$ cat src/rtl/ps2_host_tx.sv
// PS/2 host-to-device command transmitter: inhibit, start, 8 data bits, odd parity, stop, ACK.
// Optional retry (up to 3 attempts on NAK or timeout) when PS2_HOST_TX_RETRY_EN is defined.
module ps2_host_tx #(
   parameter int INHIBIT_CYCLES = 5000,
   parameter int TIMEOUT_CYCLES = 750000,
   parameter int SYNC_STAGES    = 2
) (
   input  logic       clock,
   input  logic       reset_n,
   input  logic [7:0] tx_data,
   input  logic       tx_valid,
   output logic       tx_ready,
   input  logic       ps2_clk_in,
   input  logic       ps2_data_in,
   output logic       ps2_clk_oe,
   output logic       ps2_data_oe,
   output logic       busy,
   output logic       done,
   output logic       error
);

   localparam int IW = $clog2(INHIBIT_CYCLES + 1);
   localparam int TW = $clog2(TIMEOUT_CYCLES + 1);
   localparam logic [IW-1:0] INH_LAST = IW'(INHIBIT_CYCLES - 1);
   localparam logic [TW-1:0] TO_LAST  = TW'(TIMEOUT_CYCLES - 1);

   typedef enum logic [2:0] {
      S_IDLE,
      S_INHIBIT,
      S_RELEASE,
      S_SEND,
      S_ACK_WAIT,
      S_RELEASE_WAIT,
      S_DONE
   } state_t;

   state_t                 state;
   logic [SYNC_STAGES-1:0] clk_sync;
   logic [SYNC_STAGES-1:0] data_sync;
   logic                   clk_prev;
   logic [7:0]             data_reg;
   logic [IW-1:0]          inh_cnt;
   logic [TW-1:0]          to_cnt;
   logic [3:0]             bit_cnt;
   logic                   nak;

   logic clk_s, data_s, fall, accept, in_frame;
   logic timeout_hit, release_ok, finish, fail_now, retry;

   assign clk_s       = clk_sync[SYNC_STAGES-1];
   assign data_s      = data_sync[SYNC_STAGES-1];
   assign fall        = clk_prev & ~clk_s;
   assign accept      = tx_valid & tx_ready;
   assign in_frame    = (state == S_SEND) || (state == S_ACK_WAIT) || (state == S_RELEASE_WAIT);
   assign timeout_hit = in_frame && !fall && (to_cnt == TO_LAST);
   assign release_ok  = (state == S_RELEASE_WAIT) && clk_s && data_s;
   assign finish      = timeout_hit || release_ok;
   assign fail_now    = timeout_hit || (release_ok && nak);

`ifdef PS2_HOST_TX_RETRY_EN
   logic [1:0] retry_cnt;

   // Two retries after the first failed attempt; the count restarts with every new byte.
   always_ff @(posedge clock or negedge reset_n) begin
      if (!reset_n)
         retry_cnt <= 2'd0;
      else if (accept)
         retry_cnt <= 2'd0;
      else if (fail_now && retry_cnt != 2'd2)
         retry_cnt <= retry_cnt + 2'd1;
   end

   assign retry = fail_now && (retry_cnt != 2'd2);
`else
   assign retry = 1'b0;
`endif

   // The pad levels are asynchronous, so both pass through a reset-to-idle synchronizer.
   always_ff @(posedge clock or negedge reset_n) begin
      if (!reset_n) begin
         clk_sync  <= '1;
         data_sync <= '1;
         clk_prev  <= 1'b1;
      end else begin
         clk_sync  <= {clk_sync[SYNC_STAGES-2:0], ps2_clk_in};
         data_sync <= {data_sync[SYNC_STAGES-2:0], ps2_data_in};
         clk_prev  <= clk_s;
      end
   end

   always_ff @(posedge clock or negedge reset_n) begin
      if (!reset_n) begin
         state       <= S_IDLE;
         tx_ready    <= 1'b1;
         busy        <= 1'b0;
         done        <= 1'b0;
         error       <= 1'b0;
         ps2_clk_oe  <= 1'b0;
         ps2_data_oe <= 1'b0;
         data_reg    <= 8'h00;
         inh_cnt     <= '0;
         to_cnt      <= '0;
         bit_cnt     <= 4'd0;
         nak         <= 1'b0;
      end else if (finish) begin
         // Both lines are released on every exit; a retry re-inhibits with the same byte.
         to_cnt      <= '0;
         ps2_data_oe <= 1'b0;
         if (retry) begin
            state      <= S_INHIBIT;
            ps2_clk_oe <= 1'b1;
            inh_cnt    <= '0;
            nak        <= 1'b0;
         end else begin
            state      <= S_DONE;
            ps2_clk_oe <= 1'b0;
            done       <= 1'b1;
            error      <= fail_now;
         end
      end else begin
         case (state)
            S_IDLE: begin
               if (accept) begin
                  data_reg   <= tx_data;
                  state      <= S_INHIBIT;
                  ps2_clk_oe <= 1'b1;
                  busy       <= 1'b1;
                  tx_ready   <= 1'b0;
                  inh_cnt    <= '0;
                  nak        <= 1'b0;
               end
            end
            S_INHIBIT: begin
               if (inh_cnt == INH_LAST) begin
                  ps2_data_oe <= 1'b1;
                  state       <= S_RELEASE;
               end else begin
                  inh_cnt <= inh_cnt + 1'b1;
               end
            end
            S_RELEASE: begin
               ps2_clk_oe <= 1'b0;
               state      <= S_SEND;
               bit_cnt    <= 4'd0;
               to_cnt     <= '0;
            end
            S_SEND: begin
               // bit_cnt holds the number of falls already seen in this frame.
               if (fall) begin
                  to_cnt  <= '0;
                  bit_cnt <= bit_cnt + 4'd1;
                  if (bit_cnt < 4'd8)
                     ps2_data_oe <= ~data_reg[bit_cnt[2:0]];
                  else if (bit_cnt == 4'd8)
                     ps2_data_oe <= ^data_reg;
                  else begin
                     ps2_data_oe <= 1'b0;
                     state       <= S_ACK_WAIT;
                  end
               end else begin
                  to_cnt <= to_cnt + 1'b1;
               end
            end
            S_ACK_WAIT: begin
               if (fall) begin
                  to_cnt <= '0;
                  nak    <= data_s;
                  state  <= S_RELEASE_WAIT;
               end else begin
                  to_cnt <= to_cnt + 1'b1;
               end
            end
            S_RELEASE_WAIT: begin
               if (fall)
                  to_cnt <= '0;
               else
                  to_cnt <= to_cnt + 1'b1;
            end
            S_DONE: begin
               done     <= 1'b0;
               error    <= 1'b0;
               tx_ready <= 1'b1;
               busy     <= 1'b0;
               state    <= S_IDLE;
            end
            default: state <= S_IDLE;
         endcase
      end
   end

endmodule
$ cat config.mk
export PLATFORM = sky130hd
export DESIGN_NAME = ps2_host_tx
export DESIGN_NICKNAME = d
export VERILOG_FILES = /design/src/rtl/ps2_host_tx.sv
export SDC_FILE = /design/constraint.sdc
export NUM_CORES = 1
export LEC_CHECK = 0
export BUFFER_PORTS_ARGS = -buffer_cell sky130_fd_sc_hd__buf_4
export CAP_MARGIN = 25
export CORE_ASPECT_RATIO = 1.2
export CORE_MARGIN = 2
export CORE_UTILIZATION = 39
export DETAILED_ROUTE_END_ITERATION = 10
export HOLD_SLACK_MARGIN = 0.02
export MAX_ROUTING_LAYER = met4
export SYNTH_ARGS = -nofsm -noshare
export SYNTH_HDL_FRONTEND = slang
export SYNTH_SLANG_ARGS = --single-unit
$ cat constraint.sdc
create_clock -name clock -period 2.2 [get_ports clock]
set_input_delay 0.22 -clock clock [delete_from_list [all_inputs] [get_ports clock]]
set_output_delay 0.22 -clock clock [all_outputs]
set_load 0.01 [all_outputs]
==> impl_metrics.ini, run 1 <==
[critical_path]
critPathTopFamily = simple AND/OR/NAND/NOR gates
crit_buf_inv = 0
reg2reg_from = inh_cnt[6]
critPathLaunchType = flop
crit_chain = or4_1, nor4_1, nand3b_2, a41oi_1, nor3_1
crit_slowest_cell = or4_1
r2r_slack_ns = 0.15
arrival_ns = 2.31
crit_fanout = 16
slowest_delay_ns = 0.56
worstPathRequired_ns = 2.46
path_class = reg -> reg
crit_path_end_kind = flop
reg2reg_to = ps2_data_oe
rr_worst_depth = 5

[route]
drc = 0
firstDrtPassIters = 4
drt_wl_total_um = 6713
drtIter0Drc = 96
vias_per_cell = 5.521
num_vias = 2534
ant_nets = 0
wl_per_cell_um = 14.63

[synth]
yosysMostFrequentCell = dfrtp_1
yosysSeqAreaShare_pct = 46.53
synth_top_area_share_pct = 41.67
syn_area_mm2 = 0.003243
synth_cell_types = 60
synthAdderAreaFrac_pct = 1.543
synthSimpleGateAreaFrac_pct = 24.00
synthTopCellsByCount = 54 x dfrtp_1, 36 x nand2_1, 34 x nor2_1
ys_warn_count = 0
synth_enable_flop_cells = 0
syn_inst = 331
ys_seq_elements = 60
syn_avg_cell_area_um2 = 9.798
synth-compound-area-share_pct = 13.62
yosys-top-cells-area = dfrtp_1 42%, xnor2_1 5.4%, dfstp_2 4.9%
yosys.area_share.xor_xnor_pct = 6.790
yosysTopAreaCell = dfrtp_1
syn_nets = 348
synth_top_family_by_area = simple AND/OR/NAND/NOR gates
async_flop_share_pct = 100.0
ys.flop_type = dfrtp_1
muxShareOfSynthArea_pct = 4.398

[clock_tree]
clkTransAtPathRegs_ns = 0.08
clk_latency_ns = 0.35
cts_buffer_depth = 2
tritoncts = built
cts_root_buf = clkbuf_8
clkSinkCount = 60
cts_inserted_buffers = 9
htreeDepth = 3

[grt]
grt.overflow.total = 0
grt_pass1_wl_um = 11700
antenna_found_initial = 0
grt_start_max_net_pins = 61
grt_pass1_vias = 2549
track_usage_pct = 16.75

[layout]
fin_nets = 376
largest_register_ffs = 20
drive_gt1_share_pct = 21.15
stdcell_count = 459
num_antenna_cells = 0
area_delta_synth_final_pct = 15.32

[sta]
drv_slew = 0
fmax_mhz = 487.3
worst_slew_pin_slew_ns = 0.7502
hold_violations = 0
tns_ns = 0
grt_setup_unrepaired = no
period_minus_slack_ns = 2.052
fin_crit_sh_pct = 93.28
slew_headroom_pct = 49.98
setup-violations-final = 0
fin_skew_ns = 0.01382

[floorplanning]
initial_core_util_pct = 40.00
die_w_um = 87.25
num_rows = 36
core-area_mm2 = 0.008108
die-area_mm2 = 0.009064
die-height_um = 103.9
pin_count = 19

[place]
gp_congestion = 0.8409
dpl.hpwl_um = 4631
place_inst = 440
port_buffers = 18

[power_and_ir_drop]
power.density_mw_per_mm2 = 603.2
fin_total_pwr_mw = 2.256
ir_drop_mv = 0.4635
p_leak_nw = 1.625

[worst_hold_path]
min_to = tx_ready
min_path_cells = 2
min_from = tx_valid
hold_path.class = in -> reg

[job]
maxCapViolations = 0

[status]
outcome = finished, final reports clean
[power by group]
part           total (mW)  switching (mW)  internal (mW)
Combinational      0.0494          0.0302         0.0191
Sequential           1.11         0.00201           1.11
Clock                1.09           0.430          0.663
[placed cells by master, fill, tap and decap left out, types with 4 or more instances in the layout]
| cell | n |
|---|---|
| dfrtp_1 | 54 |
| nand2_1 | 36 |
| nor2_1 | 34 |
| buf_4 | 26 |
| o21ai_0 | 22 |
| xnor2_1 | 20 |
| nand3_1 | 17 |
| nor3_1 | 12 |
| inv_1 | 10 |
| mux2_2 | 10 |
| clkbuf_8 | 10 |
| a21oi_1 | 7 |
| dfstp_2 | 6 |
| nor4_1 | 5 |
| a31oi_1 | 5 |
| or3_1 | 5 |
| o41ai_1 | 4 |
| nand2b_1 | 4 |
| nor2b_1 | 4 |
| ha_1 | 4 |
[worst max path at each step]
stage	to	cells after the start	startpoint
CTS	ps2_data_oe	5	inh_cnt[6]
global route	ps2_data_oe	5	inh_cnt[6]
finish	ps2_data_oe	5	inh_cnt[6]
detailed placement	ps2_data_oe	5	inh_cnt[5]
floorplan	to_cnt[4]	5	to_cnt[6]
global placement	to_cnt[4]	5	to_cnt[6]
[layout make-up]
class                           instances  area, um2
Tap cell                               95      118.9
Timing Repair Buffer                   29      225.2
Fill cell                             799       4368
Clock buffer                           11      141.4
Sequential cell                        60       1509
Multi-Input combinational cell        249       1633
Inverter                               10      37.54
Clock inverter                          5      75.07
[stage by stage]
step                      hold WS [ns]  utilization, %  instance area [um2]  setup slack (ns)
after floorplan               -0.07559               -                 3243            0.3088
after global placement          0.3291           43.09                 3493            0.2511
after detailed placement        0.3310           43.09                 3493            0.1626
after CTS                      0.02423           46.13                 3740            0.1467
after global routing           0.02447           46.13                 3740           0.01511
final                          0.04084           46.13                 3740            0.1478
[repair_timing]
action                                 4_1_cts  5_1_grt
setup buffers                                0        0
hold buffers                                 3        0
resized for setup                            0        0
endpoints found under the hold margin       56        0
[kinds of logic after synthesis]
| group | count (synthesis) |
|---|---|
| flops | 60 |
| xor+xnor | 23 |
| simple gates | 144 |
| compound gates | 65 |
| buf+inv | 22 |
| mux | 13 |
| fa+ha+maj | 4 |
[routing by layer]
layer  GRT usage, %  part of all wire (%)  vias to the layer above
met5              -                     0                        -
met1          21.16                    47                     1252
met3          2.857                   1.9                       11
li1               -                     -                     1243
met2          25.49                    49                       28
met4          8.791                   2.2                        0
No activity file was read; power rests on OpenSTA's default activity.
==> run 2, diff against run 1 <==
BUFFER_PORTS_ARGS = default   (was -buffer_cell sky130_fd_sc_hd__buf_4)
DONT_BUFFER_PORTS = 1   (was default)
==> impl_metrics.ini, run 2 (synthesis gave the netlist of run 1 again) <==
[place]
gp_congestion = 0.8020
port_buffers = 0
dpl.hpwl_um = 4463

[power_and_ir_drop]
p_int_mw = 1.864
netSwitchingPower_mw = 0.4731
power.density_mw_per_mm2 = 619.4
switching_share_pct = 20.24
ir_drop_mv = 0.4951
combPwrFrac_pct = 2.2
clock_power_share_pct = 50.1
seqPwrFrac_pct = 47.7
p_leak_nw = 1.606

[critical_path]
crit_fanout = 16
crit_path_end_kind = flop
arrival_ns = 2.26
worstPathRequired_ns = 2.47
path_class = reg -> reg
critPathLaunchType = flop

[floorplanning]
pin_count = 19
num_rows = 36
initial_core_util_pct = 40.00
die-area_mm2 = 0.009064
die-height_um = 103.9
die_w_um = 87.25
core-area_mm2 = 0.008108

[clock_tree]
post_cts_buffers = 0
cts_root_buf = clkbuf_8
htreeDepth = 3
cts_inserted_buffers = 9
clkSinkCount = 60
clkTransAtPathRegs_ns = 0.07
cts_buffer_depth = 2
tritoncts = built
clk_latency_ns = 0.36

[sta]
hold_violations = 0
setup-violations-final = 0
worst_slew_pin_slew_ns = 0.4410
grt_setup_unrepaired = no
slew_headroom_pct = 69.84
period_minus_slack_ns = 1.988
fin_skew_ns = 0.01222
holdWs_ns = 0.2327
tns_ns = 0
drv_slew = 0
fmax_mhz = 503.1
fin_crit_sh_pct = 90.35

[grt]
grt_start_max_net_pins = 61
grt_pass1_vias = 2546
track_usage_pct = 17.01
antenna_found_initial = 0
grt.overflow.total = 0
grt_pass1_wl_um = 11790

[route]
firstDrtPassIters = 4
drc = 0
ant_nets = 0
drt_wl_total_um = 6593
drtIter0Drc = 186
num_vias = 2471
vias_per_cell = 5.443
wl_per_cell_um = 14.52

[layout]
fin_nets = 371
area_delta_synth_final_pct = 16.36
drive_gt1_share_pct = 17.55
num_antenna_cells = 0
layout_commonest_cell = dfrtp_1
largest_register_ffs = 20
final_cell_mix = 54 x dfrtp_1, 36 x nand2_1, 34 x nor2_1, 22 x o21ai_0, 20 x xnor2_1

[job]
maxCapViolations = 0

[status]
outcome = finished, final reports clean

[worst_hold_path]
hold_path.class = in -> reg
run 2: cell count changes in the layout (fill, tap and decap cells not counted), sizes merged:
cell / before / now
buf: 26 / 12
dlygate4sd3: 3 / 12
clkinv: 3 / 0
clkbuf: 11 / 13
clkinvlp: 0 / 1
run 2: path summary, 6_finish.rpt:
path                                endpoint  cells after the start          from  slack (ns)
worst max-delay path             ps2_data_oe                      5    inh_cnt[5]        0.21
worst min-delay path              ps2_clk_oe                      4      tx_valid        0.23
worst max register to register   ps2_data_oe                      5    inh_cnt[5]        0.21
worst min register to register  data_sync[1]                      0  data_sync[0]        0.36
max in group asynchronous        clk_sync[1]                      2       reset_n        1.49
min in group asynchronous        inh_cnt[10]                      2       reset_n        0.39
run 2: metal layers:
metal | wire (um) | global-route usage, % | vias up
met4 | 169 | 8.242 | 0
li1 | - | - | 1234
met2 | 3130 | 24.78 | 25
met1 | 3071 | 21.71 | 1201
met3 | 222 | 4.683 | 11
met5 | 0 | - | -
run 2: power by group through the flow:
stage          logic (mW)  clock network [mW]  registers (mW)
2_1_floorplan     0.00661                   0            1.13
3_3_place_gp      0.00853                   0            1.13
3_5_place_dp      0.00836                   0            1.13
4_1_cts            0.0541                1.20            1.11
5_1_grt            0.0591                1.25            1.11
6_report           0.0522                1.17            1.11
run 2: critical path, stage by stage, from the launching register on:
cell and delay [ns]:
dfrtp_1 0.43, or4_1 0.58, nor4_1 0.32, nand3b_4 0.29, a41oi_1 0.14, nor3_1 0.14
run 2: cell type report:
type	count	area [um2]
Timing Repair Buffer	24	230.2
Inverter	10	37.54
Clock buffer	13	168.9
Sequential cell	60	1509
Multi-Input combinational cell	249	1642
Fill cell	767	4334
Clock inverter	3	67.56
Tap cell	95	118.9
run 2: metrics by stage:
stage	worst slack (ns)	power, mW	utilization [%]	std cells	instance area (um2)
2_1_floorplan	0.3088	1.140	-	331	3243
3_3_place_gp	0.2454	1.142	41.70	425	3381
3_5_place_dp	0.1865	1.143	41.70	425	3381
4_1_cts	0.1441	2.364	46.44	454	3765
5_1_grt	0.04895	2.421	46.54	454	3774
6_report	0.2123	2.337	46.54	454	3774
run 2: repair_timing:
item / CTS / global route
resized for setup: 0 / 1
hold buffers: 13 / 0
endpoints found under the hold margin: 71 / 0
endpoints found under the setup margin: 0 / 1
==> run 3, diff against run 2 <==
CTS_BUF_LIST = sky130_fd_sc_hd__clkbuf_8   (was default)
==> impl_metrics.ini, run 3 (synthesis gave the netlist of run 1 again) <==
[clock_tree]
clk_latency_ns = 0.36
clkTransAtPathRegs_ns = 0.07
clkSinkCount = 60
htreeDepth = 3
post_cts_buffers = 0
cts_root_buf = clkbuf_8
tritoncts = built
cts_inserted_buffers = 9
cts_buffer_depth = 2

[place]
dpl.hpwl_um = 4463
gp_congestion = 0.8020
port_buffers = 0

[floorplanning]
initial_core_util_pct = 40.00
core-area_mm2 = 0.008108
pin_count = 19
die-area_mm2 = 0.009064
num_rows = 36
die_w_um = 87.25
die-height_um = 103.9

[grt]
grt.overflow.total = 0
grt_pass1_wl_um = 11790
antenna_found_initial = 0
grt_start_max_net_pins = 61
grt_pass1_vias = 2546
track_usage_pct = 17.01

[layout]
drive_gt1_share_pct = 17.55
layout_commonest_cell = dfrtp_1
nFillCells = 767
fin_nets = 371
final_cell_mix = 54 x dfrtp_1, 36 x nand2_1, 34 x nor2_1, 22 x o21ai_0, 20 x xnor2_1
largest_register_ffs = 20
num_antenna_cells = 0
area_delta_synth_final_pct = 16.36

[critical_path]
crit_slowest_cell = or4_1
reg2reg_from = inh_cnt[5]
path_class = reg -> reg
critPathLaunchType = flop
rr_worst_depth = 5
crit_chain = or4_1, nor4_1, nand3b_4, a41oi_1, nor3_1
crit_fanout = 16
reg2reg_to = ps2_data_oe
r2r_slack_ns = 0.21
worstPathRequired_ns = 2.47
arrival_ns = 2.26
crit_path_end_kind = flop
slowest_delay_ns = 0.58

[sta]
period_minus_slack_ns = 1.988
fmax_mhz = 503.1
grt_setup_unrepaired = no
worst_slew_pin_slew_ns = 0.4408
hold_violations = 0
drv_slew = 0
setup-violations-final = 0
slew_headroom_pct = 69.85
tns_ns = 0
fin_skew_ns = 0.01316
fin_crit_sh_pct = 90.34

[power_and_ir_drop]
power.density_mw_per_mm2 = 618.3
seqPwrFrac_pct = 47.7
netSwitchingPower_mw = 0.4737
ir_drop_mv = 0.4950
fin_total_pwr_mw = 2.333
clock_power_share_pct = 50.0
switching_share_pct = 20.30
p_int_mw = 1.859
p_leak_nw = 1.610
combPwrFrac_pct = 2.2

[worst_hold_path]
min_to = ps2_clk_oe
min_from = tx_valid
hold_path.class = in -> reg
min_path_cells = 4

[route]
drtIter0Drc = 182
wl_per_cell_um = 14.54
ant_nets = 0
firstDrtPassIters = 4
drt_wl_total_um = 6601
num_vias = 2475
vias_per_cell = 5.452
drc = 0

[status]
outcome = finished, final reports clean

[job]
maxCapViolations = 0
run 3: cell count changes in the layout (fill, tap and decap cells not counted), sizes merged:
| cell | before | now |
|---|---|---|
| clkbuf | 13 | 12 |
| inv | 10 | 11 |
run 3: cell type report:
class / instances / area (um2) / share of cell area [%]
Clock buffer: 12 / 165.2 / 4.377
Tap cell: 95 / 118.9 / 3.150
Timing Repair Buffer: 24 / 230.2 / 6.101
Clock inverter: 4 / 71.32 / 1.890
Sequential cell: 60 / 1509 / 39.99
Multi-Input combinational cell: 249 / 1642 / 43.50
Inverter: 10 / 37.54 / 0.9947
run 3: how the worst max path moves through the flow:
stage          cells past startpoint          end       start  slack (ns)
2_1_floorplan                      5    to_cnt[4]   to_cnt[6]        0.31
3_3_place_gp                       5    to_cnt[4]   to_cnt[6]        0.25
3_5_place_dp                       5  ps2_data_oe  inh_cnt[5]        0.19
4_1_cts                            5  ps2_data_oe  inh_cnt[5]        0.14
5_1_grt                            5  ps2_data_oe  inh_cnt[5]        0.05
6_report                           5  ps2_data_oe  inh_cnt[5]        0.21
run 3: critical path: cells and delay by family, from the launching register on:
kind            cells  cell delay [ns]
simple gates        4             1.33
flops               1             0.43
compound gates      1             0.14
run 3: per-stage QoR:
step | area (um2) | setup WS (ns) | instances | util, % | hold WS [ns]
floorplan | 3243 | 0.3088 | 331 | - | -0.07559
global placement | 3381 | 0.2454 | 425 | 41.70 | -0.07364
detailed placement | 3381 | 0.1865 | 425 | 41.70 | -0.07295
CTS | 3765 | 0.1437 | 454 | 46.44 | 0.2234
global route | 3774 | 0.04880 | 454 | 46.54 | 0.2884
finish | 3774 | 0.2125 | 454 | 46.54 | 0.2327
run 3: power by group through the flow:
stage	sequential [mW]	combinational [mW]	clock, mW
2_1_floorplan	1.13	0.00661	0
3_3_place_gp	1.13	0.00853	0
3_5_place_dp	1.13	0.00836	0
4_1_cts	1.11	0.0541	1.19
5_1_grt	1.11	0.0591	1.24
6_report	1.11	0.0523	1.17
run 3: timing repair:
action	in CTS	in global routing
gates resized for setup	0	1
endpoints found under the setup margin	0	1
hold endpoints to repair	71	0
hold buffers	13	0
run 3: metal layers:
| metal | part of all wire [%] | wire length, um | global-route usage [%] | vias to the layer above |
|---|---|---|---|---|
| met5 | 0 | 0 | - | - |
| met1 | 47 | 3075 | 21.71 | 1201 |
| li1 | - | - | - | 1234 |
| met3 | 3.5 | 228 | 4.683 | 11 |
| met2 | 47 | 3127 | 24.78 | 29 |
| met4 | 2.6 | 169 | 8.242 | 0 |
